### config.mk
export PLATFORM = sky130hd
export DESIGN_NAME = random_seq_player
export DESIGN_NICKNAME = d
export VERILOG_FILES = /design/src/rtl/random_seq_player.sv
export SDC_FILE = /design/constraint.sdc
export NUM_CORES = 1
export LEC_CHECK = 0
export BUFFER_PORTS_ARGS = -buffer_cell sky130_fd_sc_hd__buf_4
export CAP_MARGIN = 20
export CORE_MARGIN = 8
export CORE_UTILIZATION = 59
export DETAILED_ROUTE_END_ITERATION = 7
export PLACE_DENSITY = 0.92
export SETUP_SLACK_MARGIN = 0.05
export SYNTH_ARGS = -nofsm -noshare
export SYNTH_HDL_FRONTEND = slang
export SYNTH_SLANG_ARGS = --single-unit
### constraint.sdc
create_clock -name clk -period 3.15 [get_ports clk]
set_clock_uncertainty 0.2 [all_clocks]
set_input_delay 0.4725 -clock clk [delete_from_list [all_inputs] [get_ports clk]]
set_output_delay 0.4725 -clock clk [all_outputs]
set_load 0.02 [all_outputs]
### src/rtl/random_seq_player.sv
// rtl/random_seq_player.sv - unpacks a random value into an index sequence, shows it, then checks keypad entries
//
// Purpose:
//   An accepted start captures random_num and level. The block then shows
//   SEQ_LEN 3-bit indices one at a time, each followed by a blank gap. After
//   that it compares the player's key entries with the sequence and ends in
//   PASS or FAIL.
//
// Ports:
//   clk        in   system clock, rising edge
//   keypad_0   in   synchronous active-high reset
//   start      in   single-cycle round request (honoured in IDLE/PASS/FAIL)
//   random_num in   20-bit random value, sampled on an accepted start
//   level      in   2-bit difficulty, sampled on an accepted start
//   key_valid  in   single-cycle key strobe
//   key_idx    in   3-bit key position
//   show_valid out  an index is being displayed
//   show_idx   out  displayed index, 0 when show_valid is low
//   busy       out  round in progress (SHOW/GAP/INPUT)
//   progress   out  correct keys entered this round
//   done       out  one-cycle pulse on entering PASS or FAIL
//   pass       out  held high in PASS
//   fail       out  held high in FAIL

module random_seq_player #(
    parameter int SEQ_LEN    = 6,
    parameter int SHOW_TICKS = 8,
    parameter int GAP_TICKS  = 2
) (
    input  logic        clk,
    input  logic        keypad_0,
    input  logic        start,
    input  logic [19:0] random_num,
    input  logic [1:0]  level,
    input  logic        key_valid,
    input  logic [2:0]  key_idx,
    output logic        show_valid,
    output logic [2:0]  show_idx,
    output logic        busy,
    output logic [2:0]  progress,
    output logic        done,
    output logic        pass,
    output logic        fail
);

    localparam int TMAX = (SHOW_TICKS > GAP_TICKS) ? SHOW_TICKS : GAP_TICKS;
    localparam int TW   = $clog2(TMAX + 1);

    localparam logic [TW-1:0] SHOW_T    = TW'(SHOW_TICKS);
    localparam logic [TW-1:0] GAP_LAST  = TW'(GAP_TICKS - 1);
    localparam logic [TW-1:0] T_ONE     = TW'(1);
    localparam logic [2:0]    LAST_STEP = 3'(SEQ_LEN - 1);

    typedef enum logic [2:0] {
        S_IDLE,
        S_SHOW,
        S_GAP,
        S_INPUT,
        S_PASS,
        S_FAIL
    } state_t;

    state_t state, state_nx;

    logic [17:0]   seq_q;
    logic [1:0]    level_q;
    logic [2:0]    step_q;
    logic [TW-1:0] timer_q;
    logic [2:0]    progress_q;
    logic          done_q;

    logic [2:0]    idx_tab [8];
    logic [2:0]    cur_idx;
    logic [TW-1:0] show_last;
    logic          show_end;
    logic          gap_end;
    logic          start_ok;
    logic          key_hit;

    // Index i lives in seq_q[3i+2:3i]; table slots past SEQ_LEN are never
    // selected because step never exceeds SEQ_LEN-1 while it is used.
    for (genvar i = 0; i < 8; i++) begin : g_idx
        if (i < SEQ_LEN) begin : g_used
            assign idx_tab[i] = seq_q[3*i +: 3];
        end else begin : g_unused
            assign idx_tab[i] = 3'd0;
        end
    end

    assign cur_idx   = idx_tab[step_q];
    // Higher levels halve the show time per step.
    assign show_last = (SHOW_T >> level_q) - T_ONE;
    assign show_end  = (timer_q == show_last);
    assign gap_end   = (timer_q == GAP_LAST);

    always_ff @(posedge clk) begin
        if (keypad_0) begin
            state <= S_IDLE;
        end else begin
            state <= state_nx;
        end
    end

    always_comb begin
        state_nx   = state;
        start_ok   = 1'b0;
        key_hit    = 1'b0;
        show_valid = 1'b0;
        show_idx   = 3'd0;
        busy       = 1'b0;
        pass       = 1'b0;
        fail       = 1'b0;

        case (state)
            S_IDLE, S_PASS, S_FAIL: begin
                pass = (state == S_PASS);
                fail = (state == S_FAIL);
                if (start) begin
                    start_ok = 1'b1;
                    state_nx = S_SHOW;
                end
            end
            S_SHOW: begin
                show_valid = 1'b1;
                show_idx   = cur_idx;
                busy       = 1'b1;
                if (show_end) begin
                    state_nx = S_GAP;
                end
            end
            S_GAP: begin
                busy = 1'b1;
                if (gap_end) begin
                    state_nx = (step_q == LAST_STEP) ? S_INPUT : S_SHOW;
                end
            end
            S_INPUT: begin
                busy = 1'b1;
                if (key_valid) begin
                    if (key_idx == cur_idx) begin
                        key_hit = 1'b1;
                        if (step_q == LAST_STEP) begin
                            state_nx = S_PASS;
                        end
                    end else begin
                        state_nx = S_FAIL;
                    end
                end
            end
            default: begin
                state_nx = S_IDLE;
            end
        endcase
    end

    always_ff @(posedge clk) begin
        if (keypad_0) begin
            seq_q      <= '0;
            level_q    <= '0;
            step_q     <= '0;
            timer_q    <= '0;
            progress_q <= '0;
            done_q     <= 1'b0;
        end else begin
            // done marks only the first cycle of a terminal state.
            done_q <= ((state_nx == S_PASS) || (state_nx == S_FAIL)) && (state_nx != state);

            if (start_ok) begin
                seq_q      <= random_num[17:0];
                level_q    <= level;
                step_q     <= '0;
                timer_q    <= '0;
                progress_q <= '0;
            end else begin
                case (state)
                    S_SHOW: begin
                        timer_q <= show_end ? '0 : timer_q + T_ONE;
                    end
                    S_GAP: begin
                        if (gap_end) begin
                            timer_q <= '0;
                            step_q  <= (step_q == LAST_STEP) ? 3'd0 : step_q + 3'd1;
                        end else begin
                            timer_q <= timer_q + T_ONE;
                        end
                    end
                    S_INPUT: begin
                        if (key_hit) begin
                            progress_q <= progress_q + 3'd1;
                            step_q     <= step_q + 3'd1;
                        end
                    end
                    default: begin
                    end
                endcase
            end
        end
    end

    assign progress = progress_q;
    assign done     = done_q;

endmodule

After elaboration in Yosys (flattened, before gate mapping)
Cells that the tools add are included.
{ "word_totals": {"word_cells": 66, "in_bits": 29, "register_bits": 34} }
{ "op_classes": {"n_bitwise": 1, "muxes": 28, "n_eq_ne": 14, "add_sub_neg": 4, "n_lt_le_gt_ge": 1, "shifts": 1, "reduce_logical": 10} }
{ "ops": {"columns": ["op", "count"], "rows": [
  ["$mux 3", 12],
  ["$eq 3x3->1 const B", 5],
  ["$pmux 3 s4", 1],
  ["$bmux 3 s3", 1],
  ["$mux 1", 9],
  ["$mux 4", 2],
  ["$pmux 4 s2", 1],
  ["$add 3x1->3 const B", 2],
  ["$eq 3x2->1 const B", 2],
  ["$pmux 3 s2", 1],
  ["$reduce_or 3->1", 2],
  ["$add 4x1->4 const B", 1],
  ["$eq 4x1->1 const B", 1],
  ["$eq 4x4->1", 1],
  ["$ge 4x4->1 const B", 1],
  ["$ne 2x2->1 const B", 2],
  ["$not 3->4", 1],
  ["$reduce_bool 2->1", 2],
  ["$shr 4x2->4 const A", 1],
  ["$sub 4x1->4 const B", 1],
  ["$eq 3x1->1 const B", 1],
  ["$eq 3x3->1", 1],
  ["$logic_not 3->1", 1],
  ["$ne 3x3->1", 1],
  ["6 further kinds", 6]
]} }

Logic depth before layout (Yosys ltp)
Gate-level depths: netlist (run 1).
{ "depth": {"ltp_word": 11, "mapped_depth": 9, "ltp_nobuf": 8} }

Least setup slack after synthesis (run 1)
OpenSTA, ideal clock, no wires.
{ "synth_path": {"kind": "reg-to-output", "startpoint": "register step_q[1]", "endpoint": "output show_idx[1]", "setup_slack_ns": 1.099, "required_time_ns": 2.477, "path_stages_with_launch": 8, "n_path_buf": 2, "arrival_ns": 1.379, "path_cell_list": "dfxtp_1 buf_6 buf_6 mux2i_1 nor2b_1 a211oi_1 a21oi_1 nor2_1"} }
{ "synth_between": {"elab_chain_len": 5} }
{ "synth_rtl": {"columns": ["element", "line", "rtl"], "rows": [
  ["from (decl)", "67", "logic [2:0] step_q;"],
  ["from (signal assigned)", "182", "step_q <= (step_q == LAST_STEP) ? 3'd0 : step_q + 3'd1;"],
  ["from (signal assigned)", "190", "step_q <= step_q + 3'd1;"],
  ["$not 3->4 (implied by the code)", "90", "assign cur_idx = idx_tab[step_q];"],
  ["$bmux 3 s3", "90", null],
  ["$mux 3 (implied by the code) (2 in series)", "90", null],
  ["$mux 3", "114", "case (state)"],
  ["to (decl)", "38", "output logic [2:0] show_idx,"]
]} }
Every way passes these cells. The select of a mux whose other input is x is not followed.

Final worst setup path (run 1)
Ends and elaborated chain as after synthesis.

==> results of run 1 <==
==> power breakdown <==
part	total (mW)	internal, mW	switching, mW	leakage, nW
Combinational	0.148	0.0660	0.0820	0.599
Sequential	0.465	0.449	0.0158	0.277
Clock	0.319	0.164	0.155	0.0450
==> worst max path at each step <==
stage               from          end  slack, ns  cells after the start
5_1_grt        step_q[1]  show_idx[1]       0.11                      6
2_1_floorplan  step_q[1]  show_idx[1]       1.10                      7
3_5_place_dp   step_q[1]  progress[2]       0.60                      6
3_3_place_gp   step_q[1]  progress[2]       0.67                      6
4_1_cts        step_q[1]  show_idx[1]       0.35                      6
6_report       step_q[1]  show_idx[1]       0.38                      6
==> cells by family after synthesis <==
family | share of synthesized area [%]
compound gates | 18.95
xor+xnor | 2.645
fa+ha+maj | 3.149
buf+inv | 5.353
flops | 34.26
mux | 6.927
simple gates | 28.72
==> state kept, by name, summed over array words and instances, names as in the netlist <==
register	cells
timer_q	4
step_q	3
level_q	2
progress	3
state	3
seq_q	18
done	1
==> layer usage <==
| layer | global-route usage (%) | wire length, um |
|---|---|---|
| met4 | 6.874 | 60 |
| met2 | 31.05 | 2324 |
| met5 | 0 | 0 |
| met3 | 5.795 | 263 |
| met1 | 19.73 | 1805 |
==> Yosys cell counts (all sizes together) (4+ instances only) <==
cell type  count
mux2i         13
o21ai          9
nand2b        10
a21oi         34
dfxtp         34
nand2         55
nor3b          4
ha             5
nor2          15
nor3           6
xnor2          4
inv            5
nor2b          6
clkbuf        11
buf            6
==> critical path, stage by stage (launching register included) <==
cell	delay, ns
dfxtp_1	0.80
mux2i_1	0.21
nor2b_1	0.17
a211oi_1	0.24
a21oi_1	0.06
nor2_1	0.12
buf_4	0.15
==> through the flow <==
stage	instances	cell area, um^2	hold WS (ns)	util, %
after detailed placement	324	2247	0.2484	68.42
after global placement	324	2247	0.2415	68.42
after floorplan	257	1987	0.2357	-
after global routing	332	2325	0.1348	70.78
final	332	2325	0.1500	70.78
after CTS	332	2325	0.1301	70.78
==> final cells by class <==
class / count / share of cell area [%]
repair buffers: 38 / 12.27
clock buffers: 5 / 1.615
inverters: 5 / 0.8073
multi-input cells: 201 / 51.83
well taps: 46 / 2.476
clock inverters: 3 / 1.722
flip-flops and latches: 34 / 29.28
==> qor.yml, run 1 <==
power:
  total_power_mw: 0.9322
  peakVddDrop_mv: 0.3535
  powerDensity_mw_per_mm2: 401.0
  leakage_nw: 0.9218
detailed_routing:
  wirelength_mm: 4.454
  first_pass_iters: 4
  via_per_inst: 5.590
  drtAntennaViolNets: 0
  via_count: 1856
  post_drt_wl_per_cell_um: 13.42
  drt_iter0_drc: 186
  drcViolationCount: 0
global_routing:
  grt_pass1_vias: 1782
  grt-ovfl-total: 0
  antenna_found_initial: 0
  grt_pass1_wl_mm: 7.721
  grt_use_total_pct: 17.92
  grt_max_degree: 29
min_path:
  hold_end: "level_q[0]"
  hp-class: "in2reg"
  hold_depth: 3
  hp-start: "level[0]"
job:
  maxCapViolations: 0
cells_and_area:
  area_growth_pct: 17.00
  layout_commonest_cell: "nand2_1"
  seq_area_um2: 680.7
  layout.nets: 319
  layout_common_cells: "55 x nand2_1, 38 x buf_4, 34 x a21oi_1, 34 x dfxtp_1, 15 x nor2_1"
  nFillCells: 275
  diodes: 0
  drive_above_1_share_pct: 19.58
  multi_input_area_mm2: 0.001205
cts:
  clockBufferDepth: 2
  clk_pin_slew_ns: 0.11
  cts_tree: "built"
  hold_buffers: 0
  cts_setup_buffers: 0
  htree_levels: 2
  clk_latency_ns: 0.35
  numCtsBuffers: 5
  cts_root_buffer: "clkbuf_4"
  ctsResizeCount: 0
  clock-sinks: 34
logic_synthesis:
  netlist_top_cells_area: "dfxtp_1 34%, nand2_1 10%, a21oi_1 8.6%"
  syn-num-nets: 291
  avgSynthCellArea_um2: 7.731
  netlist_instances: 257
  synth_seq_cells: 34
  ys.flop_type: "dfxtp_1"
  synth_edf_count: 0
  synthesis.area_mm2: 0.001987
  yosys.area.top_type: "dfxtp_1"
  synth.top_cell.area_share_pct: 34.26
  ys_async_sr_fraction_pct: 0
  ys_types: 44
  seq_area_frac_synth_pct: 34.26
  yosys_warnings: 0
timing:
  max_freq_mhz: 360.8
  finalSetupTns_ns: 0
  slew_headroom_pct: 51.73
  setup_ws_ns: 0.3787
  fin_crit_ns: 2.771
  worst_slew_pin_slew_ns: 0.7230
  slew_violations: 0
  rsz0062_at_grt: "no"
  finalCritPeriodShare_pct: 87.98
  hold_viol: 0
  setup_violations: 0
floorplanning:
  initial_core_util_pct: 60.50
  die_y_um: 74.03
  design.core.area_mm2: 0.003284
  die_w_um: 74.03
  fp-row-count: 21
  die-area_mm2: 0.005480
  io_pins: 40
setup_path:
  startpoint_type: "flip-flop"
  endpoint_kind: "output pin"
  worstSetupPathType: "reg2out"
  required_ns: 2.48
  cp_max_fo: 18
  ff2ff_setup_slack_ns: 0.60
  reg2reg_depth: 6
  arrival_ns: 2.10
  r2r-start: "step_q[0]"
  r2r_end: "progress[2]"
placement:
  place_ws_ns: 0.6050
  io_buffers: 37
  gp_congestion: 0.8401
  dpl.hpwl_mm: 3.257
status:
  outcome: "complete, no violations"
Note: power is estimated with default switching activity, not from simulation.
==> run 2: changes to the inputs <==
--- a/config.mk
+++ b/config.mk
@@ -10,7 +10,7 @@
 export CORE_MARGIN = 8
 export CORE_UTILIZATION = 59
 export DETAILED_ROUTE_END_ITERATION = 7
-export PLACE_DENSITY = 0.92
+export PLACE_DENSITY_LB_ADDON = 0.25
 export SETUP_SLACK_MARGIN = 0.05
 export SYNTH_ARGS = -nofsm -noshare
 export SYNTH_HDL_FRONTEND = slang
==> run 2 against run 1 <==
Net effect: cell area increased by 1.6%; combinational power about the same; routed wire length decreased by 0.72%; hold slack improved by 0.0084 ns; non-clock buffer count increased by 1; worst setup slack got worse by 0.10 ns; largest cell class unchanged; largest power group unchanged.
==> qor.yml, run 2 (same netlist as run 1, synthesis figures left out) <==
detailed_routing:
  via_per_inst: 5.420
  drtAntennaViolNets: 0
  post_drt_wl_per_cell_um: 13.28
  first_pass_iters: 4
  drcViolationCount: 0
  drt_iter0_drc: 126
  wirelength_mm: 4.422
  via_count: 1805
floorplanning:
  fp-row-count: 21
  die-area_mm2: 0.005480
  die_w_um: 74.03
  initial_core_util_pct: 60.50
  design.core.area_mm2: 0.003284
  die_y_um: 74.03
  io_pins: 40
cells_and_area:
  layout_common_cells: "55 x nand2_1, 39 x buf_4, 34 x a21oi_1, 34 x dfxtp_1, 15 x nor2_1"
  area_growth_pct: 18.83
  drive_above_1_share_pct: 19.86
  largest_reg_flops: 18
  reg.largest.list: "seq_q: 18 flops, timer_q: 4 flops"
  regMostFlops: "seq_q"
  layout.nets: 320
  layout_commonest_cell: "nand2_1"
  final_core_util_pct: 71.89
  diodes: 0
setup_path:
  endpoint_kind: "output pin"
  cp_cell_sequence: "mux2i_1 > nor2b_1 > a211oi_1 > a21oi_1 > nor2_1 > buf_4"
  cp_max_fo: 18
  slowest_stage: "dfxtp_1"
  required_ns: 2.48
  worstSetupPathType: "reg2out"
  arrival_ns: 2.20
  startpoint_type: "flip-flop"
  max_stage_delay_ns: 0.82
  ff2ff_setup_slack_ns: 0.54
timing:
  setup_violations: 0
  slew_violations: 0
  setup_ws_ns: 0.2782
  max_freq_mhz: 348.2
  rsz0062_at_grt: "no"
  finalSetupTns_ns: 0
  finalCritPeriodShare_pct: 91.17
  fin_crit_ns: 2.872
  hold_viol: 0
  slew_headroom_pct: 50.11
  worst_slew_pin_slew_ns: 0.7473
  holdWs_ns: 0.1584
cts:
  clockBufferDepth: 2
  hold_buffers: 0
  ctsResizeCount: 0
  cts_setup_buffers: 0
  cts_tree: "built"
  clock-sinks: 34
  cts_root_buffer: "clkbuf_4"
  clk_pin_slew_ns: 0.11
  clk_latency_ns: 0.34
  htree_levels: 2
  numCtsBuffers: 5
power:
  leakage_nw: 0.9377
  sequentialPowerShare_pct: 45.6
  peakVddDrop_mv: 0.4834
  netSwitchingPower_mw: 0.2553
  p_sw_share_pct: 25.06
  p_int_mw: 0.7636
  power_frac_comb_pct: 14.6
  powerDensity_mw_per_mm2: 431.5
  clock_power_share_pct: 39.8
  total_power_mw: 1.019
global_routing:
  antenna_found_initial: 0
  grt_pass1_vias: 1625
  grt_max_degree: 29
  grt_use_total_pct: 16.88
  grt-ovfl-total: 0
  grt_pass1_wl_mm: 7.265
placement:
  io_buffers: 37
  place_ws_ns: 0.5609
  gp_congestion: 0.8373
  dpl.hpwl_mm: 3.248
min_path:
  hp-class: "in2reg"
job:
  maxCapViolations: 0
status:
  outcome: "complete, no violations"
## run 2: path summary, 6_finish.rpt
kind,startpoint,end,depth (start not counted)
setup / recovery,step_q[1],show_idx[1],6
hold / removal,random_num[2],seq_q[2],3
setup reg to reg,step_q[1],state[0],6
hold reg to reg,seq_q[10],seq_q[10],2
## run 2: layout make-up
cell class | instances | area (um^2)
repair buffers | 39 | 292.8
fillers | 285 | 923.4
flip-flops and latches | 34 | 680.7
clock inverters | 3 | 68.82
inverters | 5 | 18.77
well taps | 46 | 57.56
clock buffers | 5 | 37.54
multi-input cells | 201 | 1205
## run 2: power groups by stage
stage | combinational, mW | clock (mW) | sequential, mW
finish | 0.149 | 0.406 | 0.464
global route | 0.166 | 0.427 | 0.467
CTS | 0.150 | 0.413 | 0.464
detailed placement | 0.149 | 0 | 0.474
global placement | 0.145 | 0 | 0.473
floorplan | 0.0999 | 0 | 0.469
## run 2: stage by stage
stage	area (um^2)	cells
5_1_grt	2361	333
2_1_floorplan	1987	257
4_1_cts	2361	333
3_5_place_dp	2255	325
3_3_place_gp	2255	325
6_report	2361	333
## run 2: routing by layer
| layer | vias up | routed length (um) | GRT usage [%] |
|---|---|---|---|
| met2 | 38 | 2148 | 26.37 |
| met5 | - | 0 | 0 |
| met1 | 809 | 2005 | 21.54 |
| met4 | 0 | 63 | 7.317 |
| met3 | 6 | 204 | 3.908 |
| li1 | 952 | - | - |
## run 2: critical path: cells and delay by family, from the launching register on
family / cells / cell delay (ns)
muxes: 1 / 0.27
DFF: 1 / 0.82
AOI/OAI and AO/OA: 2 / 0.31
buffers and inverters: 1 / 0.15
and+or+nand+nor: 2 / 0.30
==> run 3: changes to the inputs <==
--- a/config.mk
+++ b/config.mk
@@ -8,9 +8,9 @@
 export BUFFER_PORTS_ARGS = -buffer_cell sky130_fd_sc_hd__buf_4
 export CAP_MARGIN = 20
 export CORE_MARGIN = 8
-export CORE_UTILIZATION = 59
+export CORE_UTILIZATION = 47
 export DETAILED_ROUTE_END_ITERATION = 7
-export PLACE_DENSITY_LB_ADDON = 0.25
+export PLACE_DENSITY_LB_ADDON = 0.1
 export SETUP_SLACK_MARGIN = 0.05
 export SYNTH_ARGS = -nofsm -noshare
 export SYNTH_HDL_FRONTEND = slang
==> run 3 against run 2 <==
Net effect: cell area up 0.85%; flip-flop and latch count unchanged; critical path type unchanged; count of clock-buffer cells in the layout unchanged; power up 0.38%; routed wire length up 1.9%; non-clock buffer count up 1; maximum frequency up 2.3%; final cell count up 1.5%; via count up 0.22%; combinational power about the same; first-iteration DRC count up 9.5%.
==> qor.yml, run 3 (same netlist as run 1, synthesis figures left out) <==
status:
  outcome: "complete, no violations"
cells_and_area:
  area_growth_pct: 19.84
  layout.nets: 321
  seq_area_um2: 680.7
  reg.largest.list: "seq_q: 18 flops, timer_q: 4 flops"
  multi_input_area_mm2: 0.001205
  drive_above_1_share_pct: 20.14
  diodes: 0
  layout_commonest_cell: "nand2_1"
  final_core_util_pct: 59.10
  layout_common_cells: "55 x nand2_1, 40 x buf_4, 34 x a21oi_1, 34 x dfxtp_1, 15 x nor2_1"
  regMostFlops: "seq_q"
  nFillCells: 407
  largest_reg_flops: 18
min_path:
  hp-start: "random_num[16]"
  hold_depth: 3
  hold_end: "seq_q[16]"
  hp-class: "in2reg"
cts:
  htree_levels: 2
  cts_tree: "built"
  cts_setup_buffers: 0
  clockBufferDepth: 2
  ctsResizeCount: 0
  clk_latency_ns: 0.29
  clk_pin_slew_ns: 0.08
  clock-sinks: 34
  hold_buffers: 0
  cts_root_buffer: "clkbuf_8"
  numCtsBuffers: 5
global_routing:
  grt_pass1_wl_mm: 7.583
  grt_use_total_pct: 14.50
  grt_max_degree: 29
  grt-ovfl-total: 0
  grt_pass1_vias: 1650
  antenna_found_initial: 0
power:
  clock_power_share_pct: 39.9
  power_frac_comb_pct: 14.7
  sequentialPowerShare_pct: 45.4
  netSwitchingPower_mw: 0.2706
  peakVddDrop_mv: 0.2620
  p_int_mw: 0.7522
  p_sw_share_pct: 26.46
  powerDensity_mw_per_mm2: 429.5
  total_power_mw: 1.023
  leakage_nw: 0.9377
timing:
  finalCritPeriodShare_pct: 89.08
  slew_headroom_pct: 50.67
  fin_crit_ns: 2.806
  hold_viol: 0
  max_freq_mhz: 356.4
  finalSetupTns_ns: 0
  rsz0062_at_grt: "no"
  setup_violations: 0
  slew_violations: 0
  worst_slew_pin_slew_ns: 0.7390
detailed_routing:
  drtAntennaViolNets: 0
  via_count: 1809
  drcViolationCount: 0
  first_pass_iters: 4
  wirelength_mm: 4.507
  drt_iter0_drc: 138
  via_per_inst: 5.352
  post_drt_wl_per_cell_um: 13.33
setup_path:
  r2r-start: "step_q[1]"
  cp_cell_sequence: "mux2i_1 > nor2b_1 > a211oi_1 > a21oi_1 > nor2_1 > buf_4"
  required_ns: 2.48
  slowest_stage: "dfxtp_1"
  arrival_ns: 2.13
  endpoint_kind: "output pin"
  r2r_end: "state[0]"
  cpLargestDelayFamily: "flip-flops"
  worstSetupPathType: "reg2out"
  cp_max_fo: 18
  max_stage_delay_ns: 0.80
  reg2reg_depth: 6
  ff2ff_setup_slack_ns: 0.52
  critPathBufInv: 1
  startpoint_type: "flip-flop"
job:
  maxCapViolations: 0
floorplanning:
  fp-row-count: 23
  io_pins: 40
  die_w_um: 81.02
  die_y_um: 81.02
  initial_core_util_pct: 49.32
  design.core.area_mm2: 0.004029
  die-area_mm2: 0.006564
placement:
  io_buffers: 37
  gp_congestion: 0.8386
  dpl.hpwl_mm: 3.311
-- run 3: cell types whose count changed in the layout (fill, tap and decap cells not counted) --
cell and change:
buf_4 +1, bufinv_16 -1, clkbuf_4 -5, clkbuf_8 +5, clkinv_4 -1, clkinvlp_4 +2
-- run 3: through the flow --
stage               hold slack [ns]  setup slack (ns)  area [um^2]  cells
floorplan                    0.2357             1.099         1987    257
global placement             0.2428            0.5903         2267    330
detailed placement           0.2499            0.5528         2267    330
CTS                          0.2143            0.3446         2381    338
global route                 0.2166            0.1343         2381    338
finish                       0.2210            0.3439         2381    338
-- run 3: tightest hold or removal path, stage by stage --
cell,delay [ns]
buf_4,0.11
nand2_1,0.04
a21oi_1,0.05
-- run 3: power groups by stage --
| stage | logic (mW) | clock network, mW | registers, mW |
|---|---|---|---|
| after floorplan | 0.0999 | 0 | 0.469 |
| after global placement | 0.149 | 0 | 0.474 |
| after detailed placement | 0.152 | 0 | 0.474 |
| after CTS | 0.152 | 0.417 | 0.464 |
| after global routing | 0.169 | 0.439 | 0.467 |
| final | 0.150 | 0.408 | 0.464 |
-- run 3: cell type report --
type / count / area share (%)
clock inverter: 3 / 1.892
inverter: 5 / 0.7882
sequential: 34 / 28.59
timing repair buffer: 40 / 12.61
multi-input combinational: 201 / 50.60
clock buffer: 5 / 2.890
tap: 50 / 2.627
-- run 3: how the worst max path moves through the flow --
stage | start | depth (start not counted) | end | slack [ns]
2_1_floorplan | step_q[1] | 7 | show_idx[1] | 1.10
4_1_cts | step_q[1] | 6 | show_idx[1] | 0.34
5_1_grt | step_q[1] | 6 | show_idx[1] | 0.13
6_report | step_q[1] | 6 | show_idx[1] | 0.34
3_5_place_dp | step_q[1] | 6 | state[0] | 0.55
3_3_place_gp | step_q[1] | 6 | state[0] | 0.59
-- run 3: per-layer routing --
layer	track usage (%)	up-vias	part of all wire (%)
met5	0	-	0
met4	6.071	0	1.6
met3	4.746	8	3.9
met2	21.41	30	44
met1	18.94	820	51
li1	-	951	-
